==> config.mk <==
export PLATFORM = sky130hd
export DESIGN_NAME = dma_timing_ctrl_flat
export DESIGN_NICKNAME = d
export VERILOG_FILES = /design/src/rtl/dma_timing_ctrl_if.sv /design/src/rtl/dma_timing_ctrl.sv /design/src/flat_wrapper.sv
export SDC_FILE = /design/constraint.sdc
export NUM_CORES = 1
export LEC_CHECK = 0
export CORE_ASPECT_RATIO = 0.75
export CORE_MARGIN = 4
export CORE_UTILIZATION = 63
export DETAILED_ROUTE_END_ITERATION = 10
export PLACE_DENSITY = 0.95
export SLEW_MARGIN = 10
export SYNTH_ARGS = -nofsm -noshare
export SYNTH_HDL_FRONTEND = slang
export SYNTH_SLANG_ARGS = --single-unit
export TNS_END_PERCENT = 10
==> constraint.sdc <==
create_clock -name CLK -period 7 [get_ports CLK]
set_input_delay 0.7 -clock CLK [delete_from_list [all_inputs] [get_ports CLK]]
set_output_delay 0.7 -clock CLK [all_outputs]
set_load 0.01 [all_outputs]
==> src/rtl/dma_timing_ctrl_if.sv <==
// dma_timing_ctrl_if
//   Groups the DMA sequencer's request, handshake, load and bus-strobe
//   signals into one bundle. Clock and reset remain plain module ports.
//   master : the environment side (drives DREQ/HLDA/config, observes strobes)
//   slave  : the sequencer side (dma_timing_ctrl)
//   Signals:
//     DREQ      per-channel request, level sensitive
//     HLDA      CPU hold acknowledge
//     rot_pri   0 = fixed priority, 1 = rotating
//     xfer_type 2 bits per channel: 01 write, 10 read, 00/11 verify
//     ld_en/ld_ch/ld_addr/ld_count  channel address/count load
//     tc_clr    clears all terminal-count flags
//     HRQ, AEN, ADSTB, addr_out, DACK, MEMR_N, MEMW_N, IOR_N, IOW_N, EOP_N,
//     tc_stat, mask  sequencer outputs
interface dma_timing_ctrl_if #(
   parameter int NCH = 4,
   parameter int AW  = 16
);
   logic [NCH-1:0]   DREQ;
   logic             HLDA;
   logic             rot_pri;
   logic [2*NCH-1:0] xfer_type;
   logic             ld_en;
   logic [1:0]       ld_ch;
   logic [AW-1:0]    ld_addr;
   logic [AW-1:0]    ld_count;
   logic             tc_clr;

   logic             HRQ;
   logic             AEN;
   logic             ADSTB;
   logic [AW-1:0]    addr_out;
   logic [NCH-1:0]   DACK;
   logic             MEMR_N;
   logic             MEMW_N;
   logic             IOR_N;
   logic             IOW_N;
   logic             EOP_N;
   logic [NCH-1:0]   tc_stat;
   logic [NCH-1:0]   mask;

   modport master (
      output DREQ, HLDA, rot_pri, xfer_type, ld_en, ld_ch, ld_addr, ld_count, tc_clr,
      input  HRQ, AEN, ADSTB, addr_out, DACK, MEMR_N, MEMW_N, IOR_N, IOW_N, EOP_N,
             tc_stat, mask
   );

   modport slave (
      input  DREQ, HLDA, rot_pri, xfer_type, ld_en, ld_ch, ld_addr, ld_count, tc_clr,
      output HRQ, AEN, ADSTB, addr_out, DACK, MEMR_N, MEMW_N, IOR_N, IOW_N, EOP_N,
             tc_stat, mask
   );
endinterface

==> src/rtl/dma_timing_ctrl.sv <==
// dma_timing_ctrl
//   Transfer sequencer for the DMA controller: arbitrates four DREQ channels
//   (fixed or rotating priority), runs the HRQ/HLDA hold handshake, steps the
//   SI/S0/S1..S4 transfer states, keeps per-channel address and word count,
//   and generates AEN, ADSTB, DACK, the memory/I/O strobes and EOP_N.
//   Ports:
//     CLK      system clock, rising edge
//     RESET_N  asynchronous active-low reset
//     bus      dma_timing_ctrl_if.slave (requests, handshake, load, strobes)
//   All outputs are registered: they are decoded from the next state and
//   captured on the same edge as the state register.
module dma_timing_ctrl #(
   parameter int NCH = 4,
   parameter int AW  = 16
) (
   input logic          CLK,
   input logic          RESET_N,
   dma_timing_ctrl_if.slave bus
);
   localparam int CW = $clog2(NCH);

   typedef enum logic [2:0] {SI, S0, S1, S2, S3, S4} state_t;

   state_t         state, state_nxt;
   logic [CW-1:0]  act_ch, act_ch_nxt, last_ch, win_ch;
   logic           win_vld;
   logic [NCH-1:0] req;

   logic [AW-1:0]  cur_addr  [NCH];
   logic [AW-1:0]  cur_count [NCH];
   logic [NCH-1:0] mask_q, mask_d, tc_q, tc_d;

   logic           do_upd, cnt_zero, xfer_on, type_rd, type_wr;

   logic           hrq_q, aen_q, adstb_q, eop_n_q;
   logic           memr_n_q, memw_n_q, ior_n_q, iow_n_q;
   logic           hrq_d, aen_d, adstb_d, eop_n_d;
   logic           memr_n_d, memw_n_d, ior_n_d, iow_n_d;
   logic [NCH-1:0] dack_q, dack_d;
   logic [AW-1:0]  addr_q, addr_d;

   // Arbitration: scan from the highest-priority slot. In rotating mode the
   // scan starts at the channel after the last one served.
   always_comb begin
      int unsigned idx;
      req     = bus.DREQ & ~mask_q;
      win_vld = 1'b0;
      win_ch  = '0;
      idx     = 0;
      for (int unsigned k = 0; k < NCH; k++) begin
         idx = bus.rot_pri ? (32'(last_ch) + 1 + k) % NCH : k;
         if (!win_vld && req[CW'(idx)]) begin
            win_vld = 1'b1;
            win_ch  = CW'(idx);
         end
      end
   end

   // Next state
   always_comb begin
      state_nxt  = state;
      act_ch_nxt = act_ch;
      case (state)
         SI: if (|req) state_nxt = S0;
         S0: begin
            if (bus.HLDA) begin
               if (win_vld) begin
                  state_nxt  = S1;
                  act_ch_nxt = win_ch;
               end else begin
                  state_nxt = SI;
               end
            end
         end
         S1:      state_nxt = bus.HLDA ? S2 : SI;
         S2:      state_nxt = bus.HLDA ? S3 : SI;
         S3:      state_nxt = bus.HLDA ? S4 : SI;
         S4:      state_nxt = SI;
         default: state_nxt = SI;
      endcase
   end

   // Output decode from the next state, so the registered outputs line up
   // with the state they belong to.
   always_comb begin
      type_rd  = bus.xfer_type[{act_ch_nxt, 1'b1}] & ~bus.xfer_type[{act_ch_nxt, 1'b0}];
      type_wr  = ~bus.xfer_type[{act_ch_nxt, 1'b1}] & bus.xfer_type[{act_ch_nxt, 1'b0}];
      xfer_on  = state_nxt inside {S1, S2, S3, S4};
      cnt_zero = (cur_count[act_ch] == '0);

      hrq_d    = (state_nxt != SI);
      aen_d    = xfer_on;
      adstb_d  = (state_nxt == S1);
      dack_d   = '0;
      if (xfer_on) dack_d[act_ch_nxt] = 1'b1;
      addr_d   = addr_q;
      if (state_nxt == S1) addr_d = cur_addr[act_ch_nxt];
      memr_n_d = !((state_nxt inside {S2, S3}) && type_rd);
      ior_n_d  = !((state_nxt inside {S2, S3}) && type_wr);
      iow_n_d  = !((state_nxt == S3) && type_rd);
      memw_n_d = !((state_nxt == S3) && type_wr);
      eop_n_d  = !((state_nxt == S4) && cnt_zero);
   end

   // A load to the active channel in S4 replaces the update, so the update
   // and its terminal-count side effects are skipped in that case.
   always_comb begin
      do_upd = (state == S4) && !(bus.ld_en && (bus.ld_ch == act_ch));
      tc_d   = tc_q;
      mask_d = mask_q;
      if (bus.tc_clr) tc_d = '0;
      if (do_upd && cnt_zero) begin
         tc_d[act_ch]   = 1'b1;
         mask_d[act_ch] = 1'b1;
      end
      if (bus.ld_en) begin
         tc_d[bus.ld_ch]   = 1'b0;
         mask_d[bus.ld_ch] = 1'b0;
      end
   end

   always_ff @(posedge CLK or negedge RESET_N) begin
      if (!RESET_N) begin
         state    <= SI;
         act_ch   <= '0;
         last_ch  <= '1;
         hrq_q    <= 1'b0;
         aen_q    <= 1'b0;
         adstb_q  <= 1'b0;
         dack_q   <= '0;
         addr_q   <= '0;
         memr_n_q <= 1'b1;
         memw_n_q <= 1'b1;
         ior_n_q  <= 1'b1;
         iow_n_q  <= 1'b1;
         eop_n_q  <= 1'b1;
         tc_q     <= '0;
         mask_q   <= '1;
      end else begin
         state    <= state_nxt;
         act_ch   <= act_ch_nxt;
         if (state == S4) last_ch <= act_ch;
         hrq_q    <= hrq_d;
         aen_q    <= aen_d;
         adstb_q  <= adstb_d;
         dack_q   <= dack_d;
         addr_q   <= addr_d;
         memr_n_q <= memr_n_d;
         memw_n_q <= memw_n_d;
         ior_n_q  <= ior_n_d;
         iow_n_q  <= iow_n_d;
         eop_n_q  <= eop_n_d;
         tc_q     <= tc_d;
         mask_q   <= mask_d;
      end
   end

   always_ff @(posedge CLK or negedge RESET_N) begin
      if (!RESET_N) begin
         for (int unsigned i = 0; i < NCH; i++) begin
            cur_addr[i]  <= '0;
            cur_count[i] <= '0;
         end
      end else begin
         if (do_upd) begin
            cur_addr[act_ch]  <= cur_addr[act_ch] + 1'b1;
            cur_count[act_ch] <= cur_count[act_ch] - 1'b1;
         end
         if (bus.ld_en) begin
            cur_addr[bus.ld_ch]  <= bus.ld_addr;
            cur_count[bus.ld_ch] <= bus.ld_count;
         end
      end
   end

   assign bus.HRQ      = hrq_q;
   assign bus.AEN      = aen_q;
   assign bus.ADSTB    = adstb_q;
   assign bus.addr_out = addr_q;
   assign bus.DACK     = dack_q;
   assign bus.MEMR_N   = memr_n_q;
   assign bus.MEMW_N   = memw_n_q;
   assign bus.IOR_N    = ior_n_q;
   assign bus.IOW_N    = iow_n_q;
   assign bus.EOP_N    = eop_n_q;
   assign bus.tc_stat  = tc_q;
   assign bus.mask     = mask_q;
endmodule
==> src/flat_wrapper.sv <==
// flat-port wrapper written by rule: the top's interface ports become plain ports
module dma_timing_ctrl_flat 
#(
   parameter int NCH = 4,
   parameter int AW  = 16
)
  (CLK, RESET_N, bus_DREQ, bus_HLDA, bus_rot_pri, bus_xfer_type, bus_ld_en, bus_ld_ch, bus_ld_addr, bus_ld_count, bus_tc_clr, bus_HRQ, bus_AEN, bus_ADSTB, bus_addr_out, bus_DACK, bus_MEMR_N, bus_MEMW_N, bus_IOR_N, bus_IOW_N, bus_EOP_N, bus_tc_stat, bus_mask);
  dma_timing_ctrl_if #(.NCH(NCH), .AW(AW)) bus_i ();
  input logic CLK;
  input logic RESET_N;
  input wire logic [$bits(bus_i.DREQ)-1:0] bus_DREQ;
  input wire logic [$bits(bus_i.HLDA)-1:0] bus_HLDA;
  input wire logic [$bits(bus_i.rot_pri)-1:0] bus_rot_pri;
  input wire logic [$bits(bus_i.xfer_type)-1:0] bus_xfer_type;
  input wire logic [$bits(bus_i.ld_en)-1:0] bus_ld_en;
  input wire logic [$bits(bus_i.ld_ch)-1:0] bus_ld_ch;
  input wire logic [$bits(bus_i.ld_addr)-1:0] bus_ld_addr;
  input wire logic [$bits(bus_i.ld_count)-1:0] bus_ld_count;
  input wire logic [$bits(bus_i.tc_clr)-1:0] bus_tc_clr;
  output wire logic [$bits(bus_i.HRQ)-1:0] bus_HRQ;
  output wire logic [$bits(bus_i.AEN)-1:0] bus_AEN;
  output wire logic [$bits(bus_i.ADSTB)-1:0] bus_ADSTB;
  output wire logic [$bits(bus_i.addr_out)-1:0] bus_addr_out;
  output wire logic [$bits(bus_i.DACK)-1:0] bus_DACK;
  output wire logic [$bits(bus_i.MEMR_N)-1:0] bus_MEMR_N;
  output wire logic [$bits(bus_i.MEMW_N)-1:0] bus_MEMW_N;
  output wire logic [$bits(bus_i.IOR_N)-1:0] bus_IOR_N;
  output wire logic [$bits(bus_i.IOW_N)-1:0] bus_IOW_N;
  output wire logic [$bits(bus_i.EOP_N)-1:0] bus_EOP_N;
  output wire logic [$bits(bus_i.tc_stat)-1:0] bus_tc_stat;
  output wire logic [$bits(bus_i.mask)-1:0] bus_mask;
  assign bus_i.DREQ = bus_DREQ;
  assign bus_i.HLDA = bus_HLDA;
  assign bus_i.rot_pri = bus_rot_pri;
  assign bus_i.xfer_type = bus_xfer_type;
  assign bus_i.ld_en = bus_ld_en;
  assign bus_i.ld_ch = bus_ld_ch;
  assign bus_i.ld_addr = bus_ld_addr;
  assign bus_i.ld_count = bus_ld_count;
  assign bus_i.tc_clr = bus_tc_clr;
  assign bus_HRQ = bus_i.HRQ;
  assign bus_AEN = bus_i.AEN;
  assign bus_ADSTB = bus_i.ADSTB;
  assign bus_addr_out = bus_i.addr_out;
  assign bus_DACK = bus_i.DACK;
  assign bus_MEMR_N = bus_i.MEMR_N;
  assign bus_MEMW_N = bus_i.MEMW_N;
  assign bus_IOR_N = bus_i.IOR_N;
  assign bus_IOW_N = bus_i.IOW_N;
  assign bus_EOP_N = bus_i.EOP_N;
  assign bus_tc_stat = bus_i.tc_stat;
  assign bus_mask = bus_i.mask;
  dma_timing_ctrl #(.NCH(NCH), .AW(AW)) u_core (.CLK(CLK), .RESET_N(RESET_N), .bus(bus_i));
endmodule
==> results by group <==
Power
  • Logic pwr share: 0.428
  • Switching Fraction: 0.4078
  • PD cells: 406.0 nW/um2
  • Pleak: 4.463 nW
  • Reg power frac: 0.350
  • Internal Power: 2.640 mW
  • Peak VDD IR: 0.2124 mV
  • Sw power: 1.818 mW
  • Clock power frac: 0.222

Global route
  • GRT Overall Usage: 0.3528
  • Largest net degree at the start of global routing: 102
  • Vias in the first global route: 9,065
  • First-pass GRT wire length: 46,780 um
  • Initial antenna violation count: 1
  • Total grt overflow: 0

Clock network
  • Clk root buf: clkbuf_16
  • # clock sinks: 171
  • Hold_buf cts: 0
  • Setup bufs post-CTS: 0
  • Post-CTS Resized: 0
  • TritonCTS clock tree: yes
  • CTS Buf Count: 17
  • H-Tree Depth: 4
  • Clk Latency, worst-skew pair: 0.44 ns
  • Clock transition at the registers of the reported paths: 0.07 ns
  • Maximum clock path buffer count: 2

Setup path
  • Slowest stage cell, crit path: nor3b_1
  • Type of the worst setup path: reg2reg
  • Slowest Stage Delay on Critical Path: 0.82 ns
  • Buf/Inv on CP: 2
  • R2R Setup Slk: 3.07 ns
  • Arrival @ worst endpoint: 4.29 ns
  • Crit path capture type: flip-flop
  • Worst-path fanout max: 26
  • Critical Path Start Type: flip-flop
  • CP startpoint: u_core.act_ch[1]
  • CP top delay family: simple AND/OR/NAND/NOR gates
  • CP Cell Sequence: buf_4, mux4_2, inv_1, ha_1, nor3b_1, nand4_1, xnor2_1, nor2_1, o21ai_0
  • Required time of the critical path: 7.36 ns
  • Reg2reg end: u_core.cur_count[30]
  • Worst reg2reg path startpoint: u_core.act_ch[1]
  • FF-to-FF path depth: 9

Logic synthesis
  • Synth Flop Type: dfrtp_1
  • Cell Area, Synth: 9415 um2
  • Syn_nets: 1,072
  • Register bit total from synthesis: 171
  • Mapped Avg Cell Area: 9.258 um2
  • Synth unique cells: 65
  • Post-synth ARST share: 1.000
  • EDFF count, synth: 0
  • Yosys warnings: 0
  • Sequential share of the synthesized area: 0.4559
  • Gate Count Post-Synth: 1,017

STA
  • Slew @ Worst Pin: 1.139 ns
  • Hold_ws: 0.3408 ns
  • Setup violators final: 0
  • Slew margin rel.: 0.2409
  • Tcrit/Tclk final: 0.5615
  • Peak Freq: 254.4 MHz
  • RSZ-0062 raised after global routing: false
  • Setup_tns: 0 ns
  • Clk_skew: 0.008856 ns
  • Final Critical Period: 3.930 ns
  • Count of pins over their slew limit: 0
  • Worst setup margin: 3.070 ns
  • Hold Fails Final Rpt: 0

Job
  • MaxCap Viol Count: 0

Detailed routing
  • Vias per cell: 7.042
  • DR DRC count: 0
  • Routed WL per cell: 23.19 um
  • First-pass DRT Iterations: 9
  • WL final: 29,570 um
  • Iteration-0 DRC Markers: 1,372
  • Detail Route Antenna Nets: 0
  • Vias after detailed routing: 8,979

Cells and area
  • Nets: 1,116
  • Most common cell after layout, fill and taps aside: o21ai_0
  • Layout cells sized above 1: 0.1080
  • Fill count: 975
  • Most frequent cells in the layout: 161 x o21ai_0, 158 x dfrtp_1, 123 x nand2_1
  • Area added between synthesis and finish: 16.62%

Die
  • Cell row count: 38
  • Die area: 16,980 um2
  • Chip height: 113.9 um
  • Initial core utilization: 0.6471
  • Ports: 88
  • Core Area: 14,550 um2
  • Die X: 149.2 um

Placed design
  • Placer Congestion: 0.9144
  • Dpl ws: 2.933 ns
  • Dpl hpwl: 17,860 um
  • PortBufs: 87

Worst hold path
  • Hold Crit Class: in2async

Status
  • Status: complete, no violations
-- routing by layer --
layer	part of all wire	global-route usage
met3	0.14	0.1072
met4	0.042	0.1640
met2	0.46	0.5544
met5	0	0
met1	0.35	0.4545
-- worst register-to-register path: stages, from the launching register on --
cell and delay, ns:
dfrtp_2 0.76, buf_4 0.49, mux4_2 0.51, inv_1 0.13, ha_1 0.20, nor3b_1 0.82, nand4_1 0.25, xnor2_1 0.42
nor2_1 0.08, o21ai_0 0.18
-- state kept, by name, summed over array words and instances, names as in the netlist --
| register | count |
|---|---|
| u_core.cur_addr | 64 |
| u_core.cur_count | 64 |
| u_core.bus.addr_out | 16 |
| u_core.bus.DACK | 4 |
| u_core.bus.mask | 4 |
| u_core.bus.tc_stat | 4 |
| u_core.state | 3 |
| u_core.act_ch | 2 |
| u_core.last_ch | 2 |
| u_core.bus.ADSTB | 1 |
| u_core.bus.AEN | 1 |
| u_core.bus.EOP_N | 1 |
| u_core.bus.HRQ | 1 |
| u_core.bus.IOR_N | 1 |
| u_core.bus.IOW_N | 1 |
| u_core.bus.MEMR_N | 1 |
| u_core.bus.MEMW_N | 1 |
-- cell families (layout without fill, tap and decap cells) --
family,Yosys count,after routing,share of synthesized area
DFF,171,171,0.4559
adders and majority gates,3,3,0.003987
and+or+nand+nor,347,347,0.1757
muxes,57,57,0.1021
other,0,1,0
buffers and inverters,93,150,0.04173
xor gates and xnor gates,24,24,0.02312
AOI/OAI and AO/OA,322,322,0.1975
-- power groups by stage --
stage          combinational [mW]  sequential, mW  clock [mW]
2_1_floorplan                1.33            1.45           0
3_3_place_gp                 1.73            1.53           0
3_5_place_dp                 1.81            1.55           0
4_1_cts                      1.86            1.54       0.984
5_1_grt                      2.03            1.59        1.03
6_report                     1.91            1.56       0.988
-- synthesized netlist by cell type, types with 16 or more instances --
cell type | n | share of area
o21ai_0 | 161 | 0.086
nand2_1 | 123 | 0.049
o211ai_1 | 20 | 0.016
a21o_1 | 16 | 0.013
dfrtp_1 | 160 | 0.43
nor2_1 | 96 | 0.038
mux2i_1 | 24 | 0.026
mux4_2 | 31 | 0.074
a21oi_1 | 58 | 0.031
clkbuf_1 | 61 | 0.024
nand3_1 | 31 | 0.016
a22oi_1 | 28 | 0.022
nor3_1 | 22 | 0.012
-- per-stage QoR --
stage	util	instance area [um2]	std cells	total power [mW]
3_5_place_dp	0.7126	10370	1242	3.361
6_report	0.7547	10980	1275	4.458
2_1_floorplan	-	9415	1017	2.780
3_3_place_gp	0.7126	10370	1242	3.258
5_1_grt	0.7547	10980	1275	4.646
4_1_cts	0.7546	10980	1274	4.387
-- area by class of cell --
| cell class | instances | area [um2] | share of cell area |
|---|---|---|---|
| clock inverters | 13 | 167.7 | 0.01527 |
| multi-input cells | 753 | 4773 | 0.4347 |
| flip-flops and latches | 171 | 4295 | 0.3912 |
| well taps | 200 | 250.2 | 0.02279 |
| repair buffers | 103 | 992.2 | 0.09036 |
| clock buffers | 19 | 442.9 | 0.04034 |
| diodes | 1 | 2.502 | 0.0002279 |
| inverters | 15 | 56.30 | 0.005128 |
-- worst max path at each step --
stage / endpoint / slack (ns) / cells after the start
final: u_core.cur_count[30] / 3.07 / 9
after global routing: u_core.cur_count[30] / 2.80 / 9
after CTS: u_core.cur_count[30] / 3.15 / 9
after detailed placement: u_core.bus.addr_out[15] / 2.93 / 8
after global placement: u_core.bus.addr_out[14] / 3.07 / 8
after floorplan: u_core.cur_count[30] / 4.43 / 9
Note: power is estimated with default switching activity, not from simulation.
